--- src/rtl/jump_addr_unit.sv ---
// Jump target builder: concatenates the PC region bits with the word-granular
// jump field and appends two zero bits so the target is always word-aligned.
// A registered copy is captured whenever in_valid is high.
module jump_addr_unit #(
    parameter int REL_W   = 26,
    parameter int UPPER_W = 4
) (
    input  logic                       clk,
    input  logic                       rst_n,
    input  logic [REL_W-1:0]           jump_relative_addr,
    input  logic [UPPER_W-1:0]         pc_upper,
    input  logic                       in_valid,
    output logic [UPPER_W+REL_W+1:0]   jump_addr,
    output logic [UPPER_W+REL_W+1:0]   jump_addr_q,
    output logic                       out_valid
);

    localparam int ADDR_W = UPPER_W + REL_W + 2;

    logic [ADDR_W-1:0] jump_addr_d;
    logic [ADDR_W-1:0] jump_addr_r_q;
    logic              out_valid_d;
    logic              out_valid_q;

    // Pure bit placement: no carry path, so all-ones inputs cannot wrap.
    always_comb begin
        jump_addr = {pc_upper, jump_relative_addr, 2'b00};
    end

    // Next-state: load on in_valid, otherwise hold; valid mirrors in_valid.
    always_comb begin
        jump_addr_d = jump_addr_r_q;
        out_valid_d = in_valid;
        if (in_valid) begin
            jump_addr_d = jump_addr;
        end
    end

    // Capture register; reset clears both target and valid without a clock.
    always_ff @(posedge clk or negedge rst_n) begin
        if (!rst_n) begin
            jump_addr_r_q <= '0;
            out_valid_q   <= 1'b0;
        end else begin
            jump_addr_r_q <= jump_addr_d;
            out_valid_q   <= out_valid_d;
        end
    end

    assign jump_addr_q = jump_addr_r_q;
    assign out_valid   = out_valid_q;

endmodule

--- config.mk ---
export PLATFORM = sky130hd
export DESIGN_NAME = jump_addr_unit
export DESIGN_NICKNAME = d
export VERILOG_FILES = /design/src/rtl/jump_addr_unit.sv
export SDC_FILE = /design/constraint.sdc
export NUM_CORES = 1
export LEC_CHECK = 0
export BUFFER_PORTS_ARGS = -buffer_cell sky130_fd_sc_hd__buf_2
export CAP_MARGIN = 20
export CORE_ASPECT_RATIO = 0.9
export CORE_UTILIZATION = 45
export DETAILED_ROUTE_END_ITERATION = 6
export GPL_TIMING_DRIVEN = 0
export PLACE_DENSITY = 0.85
export REMOVE_ABC_BUFFERS = 1
export SLEW_MARGIN = 20
export SYNTH_ARGS = -nofsm -noshare
export SYNTH_HDL_FRONTEND = slang
export SYNTH_SLANG_ARGS = --single-unit
--- constraint.sdc ---
create_clock -name clk -period 1.67 [get_ports clk]
set_input_delay 0.0835 -clock clk [delete_from_list [all_inputs] [get_ports clk]]
set_output_delay 0.0835 -clock clk [all_outputs]
set_load 0.01 [all_outputs]
---- After elaboration in Yosys (flattened, before gate mapping) ----
Index checks and enable logic that the tools add are counted.
storage, ports and cells
  flip-flop bits (word level) ............. 31
  output and inout bits ................... 65

---- Logic depth before layout (Yosys ltp) ----
Gate-level depths: netlist of the first run.
  word-level depth ........................ 0
  gate-level depth with buffers ........... 2
  mapped depth without buffers ............ 1

---- Worst setup path after synthesis of the first run ----
No wires, ideal clock.
  kind .................................... reg2reg
  from .................................... register jump_addr_q[10] (netlist name)
  to ...................................... register jump_addr_r_q[10] (netlist: jump_addr_q[10])
  library setup time ...................... 125 ps
  data arrival time ....................... 654 ps
  path slack .............................. 891 ps
  cell stages (with the launch flop) ...... 2
  buffers on the path ..................... 0
  clock period less this slack ............ 779 ps
  cells stage by stage .................... dfrtp_1 > mux2_4
RTL lines
  what                    RTL line  RTL
  end signal: assignment  45        jump_addr_r_q <= jump_addr_d;
  end: declaration        21        logic [ADDR_W-1:0] jump_addr_r_q;

---- Final worst setup path of the first run ----
  from .................................... input port in_valid
  to ...................................... register jump_addr_r_q[27] (netlist: jump_addr_q[27])
RTL lines
  what                RTL line  RTL
  start: declaration  12        input logic in_valid,
No word-level cell between the ends.

==> impl_metrics.csv, run 1 <==
group,metric,value,unit
synthesis,synth_xor_area_share,0,%
finish,fin_cells,209,
power,p_sw_share,24.2,%
routing,wl_per_cell,13.9,um
placement,dp_hpwl,2.12,mm
synthesis,ys_seq_area_share,51.1,%
global_routing,antenna_found_initial,0,
clocking,cts_max_path_buffers,2,
sta,period_share,61.0,%
sta,tightestPinTransition,957,ps
floorplanning,fp.dieArea,3610,um2
clocking,cts.htree.levels,2,
power,clock_power_share,37.6,%
worst_setup_path,critPathKind,"in -> reg",
clocking,cts_buffers,5,
power,power_density,1060,nW/um2
worst_setup_path,crit_family,"buffers and inverters",
sta,setup_viol,0,
floorplanning,core,3140,um2
power,leakage,1.05,nW
global_routing,grt_max_degree,32,
routing,ant_nets,0,
routing,viasPerCell,4.44,
worst_setup_path,required,1830,ps
synthesis,synth_seq_cells,31,
routing,vias,929,
routing,wirelength,2.90,mm
worst_setup_path,cp_num_buf_inv,1,
sta,period_minus_slack,1020,ps
floorplanning,rows,19,
worst_setup_path,path_cells,"buf_2 > mux2_4",
synthesis,synthMuxAreaShare,29.7,%
synthesis,synth_compound_area_share,0,%
synthesis,synth_cell_types,5,
worst_setup_path,path_max_fanout,31,
synthesis,synthSimpleGateAreaFrac,0,%
power,ir_drop,435,uV
finish,area_delta_synth_final,24.2,%
clocking,clkTransAtPathRegs,60,ps
clocking,cts_tree,"yes",
clocking,cts_setup_buffers,0,
sta,fin_setup_tns,0,ps
power,power_frac_seq,43.3,%
finish,nets,199,
routing,dr.pass1.iters,4,
placement,dp_slack,344,ps
sta,finalWorstSetupSlack,651,ps
clocking,cts.sinks,31,
sta,finalHoldViolCount,0,
power,power_switching,0.485,mW
placement,dpl.cell_count,200,
global_routing,grt_pass1_wl,4.46,mm
worst_hold_path,holdCritPathClass,"in -> reg",
sta,fin_skew,0,ps
worst_setup_path,end_kind,"flip-flop",
synthesis,synth_top_family_by_area,"multiplexers",
floorplanning,floorplan.initialDensity,48.4,%
global_routing,grtUsageTotal,17.2,%
worst_setup_path,cpPeakStageDelay,710,ps
power,p_comb_share,19.1,%
worst_setup_path,critPathSlowestCell,"buf_2",
placement,io_buffer_count,93,
floorplanning,io_pins,98,
sta,rsz0062_at_grt,"no",
finish,diodes,0,
floorplanning,die_x,63.2,um
synthesis,syn_area_per_cell,15.3,um2
placement,gp_congestion,0.637,
synthesis,ys.warnings.count,0,
global_routing,grt_pass1_vias,884,
routing,drc,0,
global_routing,grt_overflow,0,
synthesis,synthCells,99,
routing,initialDrtViolationCount,47,
synthesis,syn-cell-area,1520,um2
clocking,clk_latency,280,ps
clocking,root_buffer,"clkbuf_8",
floorplanning,die_h,57.1,um
worst_setup_path,worst_ep_arrival_time,1180,ps
power,p_int,1.52,mW
sta,max_slew_margin,36.2,%
finish,drive_above_1_share,78.4,%
finish,fill_cells,266,
worst_setup_path,startpoint_type,"input port",
sta,drv_slew,0,
sta,timing.fmax,0.981,GHz
job,cap_violations,0,
outcome,status,"finished clean",
synthesis,yosys.area_share.adder,0,%
## timing repair
action,in CTS,in global routing
hold buffers,1,0
resized for setup,0,0
hold endpoints to repair,31,0
## worst paths after layout
| kind | startpoint | endpoint | slack (ps) | cells past startpoint |
|---|---|---|---|---|
| worst max-delay path | in_valid | jump_addr_q[27] | 650 | 2 |
| worst min-delay path | jump_relative_addr[4] | jump_addr_q[6] | 40 | 2 |
| worst max register to register | jump_addr_q[22] | jump_addr_q[22] | 890 | 1 |
| worst min register to register | jump_addr_q[21] | jump_addr_q[21] | 510 | 1 |
| max in group asynchronous | rst_n | jump_addr_q[5] | 860 | 2 |
| min in group asynchronous | rst_n | jump_addr_q[27] | 380 | 2 |
## kinds of logic after synthesis
kind of cell	count (synthesis)
mux	30
flops	31
other cells	1
buf+inv	37
## per-layer routing
metal	vias up	part of all wire, %	track usage (%)
met1	444	40	21.8
li1	424	-	-
met5	-	0	0
met4	0	0.21	5.84
met2	59	51	26.3
met3	2	8.5	8.00
## power groups by stage
stage               combinational (mW)  clock (mW)  sequential [mW]
floorplan                        0.123           0            0.913
global placement                 0.377           0            0.872
detailed placement               0.386           0            0.879
CTS                              0.389       0.779            0.866
global route                     0.412       0.823            0.877
finish                           0.383       0.754            0.867
## layout by cell type (no fill, tap or decap)
| cell type | n |
|---|---|
| dfrtp_1 | 31 |
| bufinv_16 | 1 |
| conb_1 | 4 |
| clkbuf_8 | 6 |
| dlygate4sd3_1 | 1 |
| mux2_4 | 30 |
| buf_2 | 93 |
| clkinv_2 | 1 |
## Yosys cell counts (all sizes together)
library cell	count	area share (%)
conb	1	0.25
dfrtp	31	51
mux2	30	30
buf	37	19
## state kept, by name, summed over array words and instances (netlist names)
name         cells
jump_addr_q     30
out_valid        1
## area by class of cell
class / count / area (um2) / area share, %
Tap cell: 42 / 52.6 / 2.79
Clock inverter: 2 / 35.0 / 1.86
Sequential cell: 31 / 776 / 41.1
Clock buffer: 6 / 82.6 / 4.38
Multi-Input combinational cell: 34 / 465 / 24.7
Timing Repair Buffer: 94 / 475 / 25.2
## stage by stage
stage | hold slack [ps] | instance area (um2) | util (%) | power (mW)
global placement | 133 | 1760 | 56.1 | 1.25
global route | 23.0 | 1890 | 60.1 | 2.11
finish | 40.6 | 1890 | 60.1 | 2.00
CTS | 27.9 | 1890 | 60.1 | 2.03
floorplan | -212 | 1240 | - | 1.04
detailed placement | 159 | 1760 | 56.1 | 1.26
Power figures use the tool's default switching activity.
==> run 2: changes to the inputs <==
- CORE_UTILIZATION: 45 -> 38
- PLACE_DENSITY: 0.85 -> 0.76
- clock period: 1.67 -> 0.9 ns (I/O delays scaled with it)
==> impl_metrics.csv, run 2 (synthesis results as in run 1) <==
group,metric,value,unit
placement,io_buffer_count,93,
worst_setup_path,end_kind,"output port",
routing,ant_nets,0,
clocking,cts_tree,"yes",
worst_setup_path,worstSetupStartpoint,"jump_relative_addr[3]",
routing,initialDrtViolationCount,27,
routing,wirelength,2.67,mm
sta,rsz0062_at_grt,"no",
sta,drv_slew,0,
global_routing,use_met3,5.11,%
clocking,cts.htree.levels,2,
placement,placed_area,1760,um2
global_routing,grtUsageTotal,13.4,%
clocking,cts_buffers,5,
routing,viasPerCell,4.28,
finish,drive_above_1_share,73.8,%
routing,dr.pass1.iters,2,
clocking,root_buffer,"clkbuf_8",
power,leakage,1.08,nW
routing,wl_per_cell,12.3,um
clocking,cts.sinks,31,
finish,diodes,0,
sta,max_slew_margin,63.1,%
floorplanning,fp.dieArea,4250,um2
clocking,clk_latency,270,ps
floorplanning,die_x,68.6,um
sta,timing.fmax,1.13,GHz
global_routing,grt_use_met2,20.2,%
finish,finish.instance_area,1970,um2
global_routing,grt_max_degree,32,
floorplanning,core,3780,um2
worst_setup_path,r2r-end,"jump_addr_q[22]",
sta,fin_skew,0,ps
clocking,clkTransAtPathRegs,70,ps
worst_setup_path,path_cells,"dlygate4sd3_1 > buf_2 > buf_2",
worst_setup_path,crit_top_cell,"buf_2",
sta,period_minus_slack,886,ps
sta,finalHoldViolCount,0,
finish,layout_commonest_cell,"buf_2",
power,ir_drop,982,uV
global_routing,grt_pass1_wl,3.99,mm
global_routing,grt_overflow,0,
finish,final_cell_mix,"buf_2 (87), dfrtp_1 (31), mux2_4 (30)",
placement,gp_congestion,0.662,
floorplanning,rows,21,
clocking,cts_setup_buffers,0,
floorplanning,die_h,62.0,um
floorplanning,io_pins,98,
global_routing,grt_pass1_vias,855,
sta,finalWorstSetupSlack,13.9,ps
global_routing,antenna_found_initial,0,
worst_hold_path,holdPathEnd,"jump_addr_q[6]",
sta,tightestPinTransition,553,ps
outcome,status,"finished clean",
worst_hold_path,hold_depth,2,
routing,drc,0,
worst_setup_path,crit_family,"buffers and inverters",
finish,nets,204,
placement,dp_slack,-393,ps
worst_hold_path,min_from,"jump_relative_addr[4]",
finish,area_delta_synth_final,29.5,%
worst_setup_path,worst_ep_arrival_time,840,ps
routing,vias,934,
worst_setup_path,reg2regPathDepth,1,
sta,period_share,98.5,%
worst_setup_path,regToRegSetupSlack,120,ps
job,cap_violations,0,
worst_setup_path,required,850,ps
worst_setup_path,cpPeakStageDelay,540,ps
worst_hold_path,holdCritPathClass,"in -> reg",
power,power_density,1890,nW/um2
placement,dp_hpwl,1.75,mm
floorplanning,floorplan.initialDensity,40.1,%
finish,largest_register_ffs,30,
sta,setup_viol,0,
global_routing,use_met1,16.7,%
clocking,cts_max_path_buffers,2,
worst_setup_path,critPathKind,"in -> out",
worst_setup_path,critPathSlowestCell,"dlygate4sd3_1",
worst_setup_path,startpoint_type,"input port",
worst_setup_path,path_max_fanout,2,
worst_setup_path,reg2reg_from,"jump_addr_q[22]",
global_routing,busiest_layer,"met2",
worst_setup_path,cp_num_buf_inv,3,
run 2: per-stage QoR:
stage	utilization [%]	total power, mW	TNS [ps]	hold slack (ps)	instances
floorplan	-	1.92	0	-251	65
global placement	46.6	2.32	-11050	116	204
detailed placement	46.6	2.33	-11580	122	204
CTS	52.4	3.77	0	1.56	222
global route	52.0	3.92	0	0.773	218
finish	52.0	3.72	0	12.2	218
run 2: worst max path at each step:
stage | end | slack [ps] | cells past startpoint
after detailed placement | jump_addr_q[22] | -390 | 2
final | jump_addr[5] | 10 | 3
after floorplan | jump_addr_q[10] | 120 | 1
after CTS | jump_addr[5] | 20 | 3
after global placement | jump_addr_q[4] | -370 | 2
after global routing | jump_addr_q[22] | 5 | 1
run 2: cell type report:
cell class / instances / area, um2
Fill cell: 332 / 1820
Sequential cell: 31 / 776
Timing Repair Buffer: 99 / 551
Multi-Input combinational cell: 34 / 465
Clock buffer: 6 / 82.6
Tap cell: 46 / 57.6
Clock inverter: 2 / 35.0
run 2: routing by layer:
metal	routed length [um]	part of all wire, %
met4	31	1.2
met2	1270	47
met1	1130	42
met3	242	9.1
met5	0	0
run 2: what timing repair did:
item / CTS / global route
cloned: 0 / 0
setup endpoints to repair: 30 / 35
hold endpoints to repair: 40 / 0
gates resized for setup: 1 / 1
hold buffers: 10 / 0
run 2: power by group:
part	internal, mW	switching [mW]
clock	0.895	0.488
combinational	0.411	0.318
sequential	1.53	0.0729
total	2.84	0.878
==> run 3: changes to the inputs <==
- MAX_ROUTING_LAYER: default -> met4
==> impl_metrics.csv, run 3 (synthesis results as in run 1) <==
group,metric,value,unit
outcome,status,"finished clean",
worst_setup_path,worst_ep_arrival_time,840,ps
clocking,cts_max_path_buffers,2,
finish,largest_register_ffs,30,
worst_setup_path,path_cells,"dlygate4sd3_1 > buf_2 > buf_2",
worst_setup_path,end_kind,"output port",
power,leakage,1.08,nW
routing,wl_met1,1.14,mm
routing,drc,0,
floorplanning,die_x,68.6,um
finish,fill_cells,331,
placement,dp_slack,-393,ps
floorplanning,io_pins,98,
worst_setup_path,path_max_fanout,2,
global_routing,grt_overflow,0,
worst_hold_path,holdCritPathClass,"in -> reg",
job,cap_violations,0,
clocking,clkTransAtPathRegs,70,ps
finish,nets,205,
finish,drive_above_1_share,73.4,%
sta,max_slew_margin,63.4,%
routing,vias,935,
sta,tightestPinTransition,550,ps
floorplanning,fp.dieArea,4250,um2
routing,initialDrtViolationCount,26,
worst_setup_path,critPathKind,"in -> out",
finish,fin_cells,219,
routing,dr_wl_met2,1.30,mm
worst_setup_path,cp_num_buf_inv,3,
sta,finalWorstSetupSlack,10.7,ps
routing,met3_length,219,um
worst_setup_path,crit_family,"buffers and inverters",
clocking,cts_tree,"yes",
worst_setup_path,cpPeakStageDelay,540,ps
global_routing,grt_pass1_vias,855,
finish,diodes,0,
routing,dr.pass1.iters,2,
finish,finish.instance_area,1980,um2
floorplanning,die_h,62.0,um
sta,setup_viol,0,
clocking,cts.htree.levels,2,
power,ir_drop,982,uV
clocking,root_buffer,"clkbuf_8",
worst_setup_path,startpoint_type,"input port",
placement,dp_hpwl,1.75,mm
finish,final_cell_mix,"buf_2 (87), dfrtp_1 (31), mux2_4 (30)",
placement,io_buffer_count,93,
power,power_density,1880,nW/um2
routing,ant_nets,0,
clocking,clk_latency,270,ps
finish,area_delta_synth_final,30.1,%
worst_setup_path,crit_top_cell,"buf_2",
clocking,cts.sinks,31,
finish,layout_commonest_cell,"buf_2",
global_routing,grt_pass1_wl,3.99,mm
sta,holdWs,12.0,ps
routing,top_layer,"met4",
floorplanning,core,3780,um2
placement,dpl.cell_count,204,
sta,drv_slew,0,
global_routing,antenna_found_initial,0,
routing,wirelength,2.70,mm
clocking,cts_buffers,5,
routing,wl_per_cell,12.3,um
floorplanning,floorplan.initialDensity,40.1,%
sta,period_minus_slack,889,ps
floorplanning,rows,21,
sta,fin_skew,0,ps
sta,timing.fmax,1.12,GHz
placement,placed_area,1760,um2
finish,final_util,52.2,%
global_routing,grt_max_degree,32,
sta,finalHoldViolCount,0,
worst_setup_path,required,850,ps
placement,gp_congestion,0.668,
sta,period_share,98.8,%
worst_setup_path,critPathSlowestCell,"dlygate4sd3_1",
global_routing,grtUsageTotal,13.9,%
routing,viasPerCell,4.27,
[run 3: changes by cell type in the layout (fill, tap and decap cells not counted), sizes merged]
cell / delta
dlygate4sd3: +1
[run 3: final timing paths]
kind / startpoint / to / slack [ps] / cells after the start
max in group asynchronous: rst_n / jump_addr_q[10] / 330 / 2
min in group asynchronous: rst_n / jump_addr_q[11] / 260 / 2
min: jump_relative_addr[22] / jump_addr_q[24] / 10 / 2
min reg2reg: jump_addr_q[25] / jump_addr_q[25] / 500 / 1
max: jump_relative_addr[18] / jump_addr[20] / 10 / 3
max reg2reg: jump_addr_q[22] / jump_addr_q[22] / 120 / 1
[run 3: layer usage]
metal | vias up | global-route usage (%)
li1 | 433 | -
met1 | 438 | 17.3
met2 | 59 | 20.2
met3 | 5 | 4.38
met4 | 0 | 7.14
met5 | - | -
[run 3: area by class of cell]
| class | count | area [um2] | share of cell area (%) |
|---|---|---|---|
| well taps | 46 | 57.6 | 2.91 |
| repair buffers | 100 | 561 | 28.4 |
| clock inverters | 2 | 35.0 | 1.77 |
| multi-input cells | 34 | 465 | 23.5 |
| clock buffers | 6 | 82.6 | 4.18 |
| flip-flops and latches | 31 | 776 | 39.2 |
[run 3: through the flow]
stage | power [mW] | setup TNS (ps)
2_1_floorplan | 1.92 | 0
3_3_place_gp | 2.32 | -11050
3_5_place_dp | 2.33 | -11580
4_1_cts | 3.77 | 0
5_1_grt | 3.92 | -0.809
6_report | 3.72 | 0
[run 3: timing repair]
action / CTS / global route
setup endpoints to repair: 30 / 35
hold buffers: 10 / 1
endpoints found under the hold margin: 40 / 1
gates resized for setup: 1 / 1
buffers inserted: 0 / 0
[run 3: power breakdown]
part / switching (mW) / internal (mW) / leakage, nW
combinational: 0.319 / 0.413 / 0.658
sequential: 0.0725 / 1.53 / 0.362
clock: 0.488 / 0.895 / 0.0612
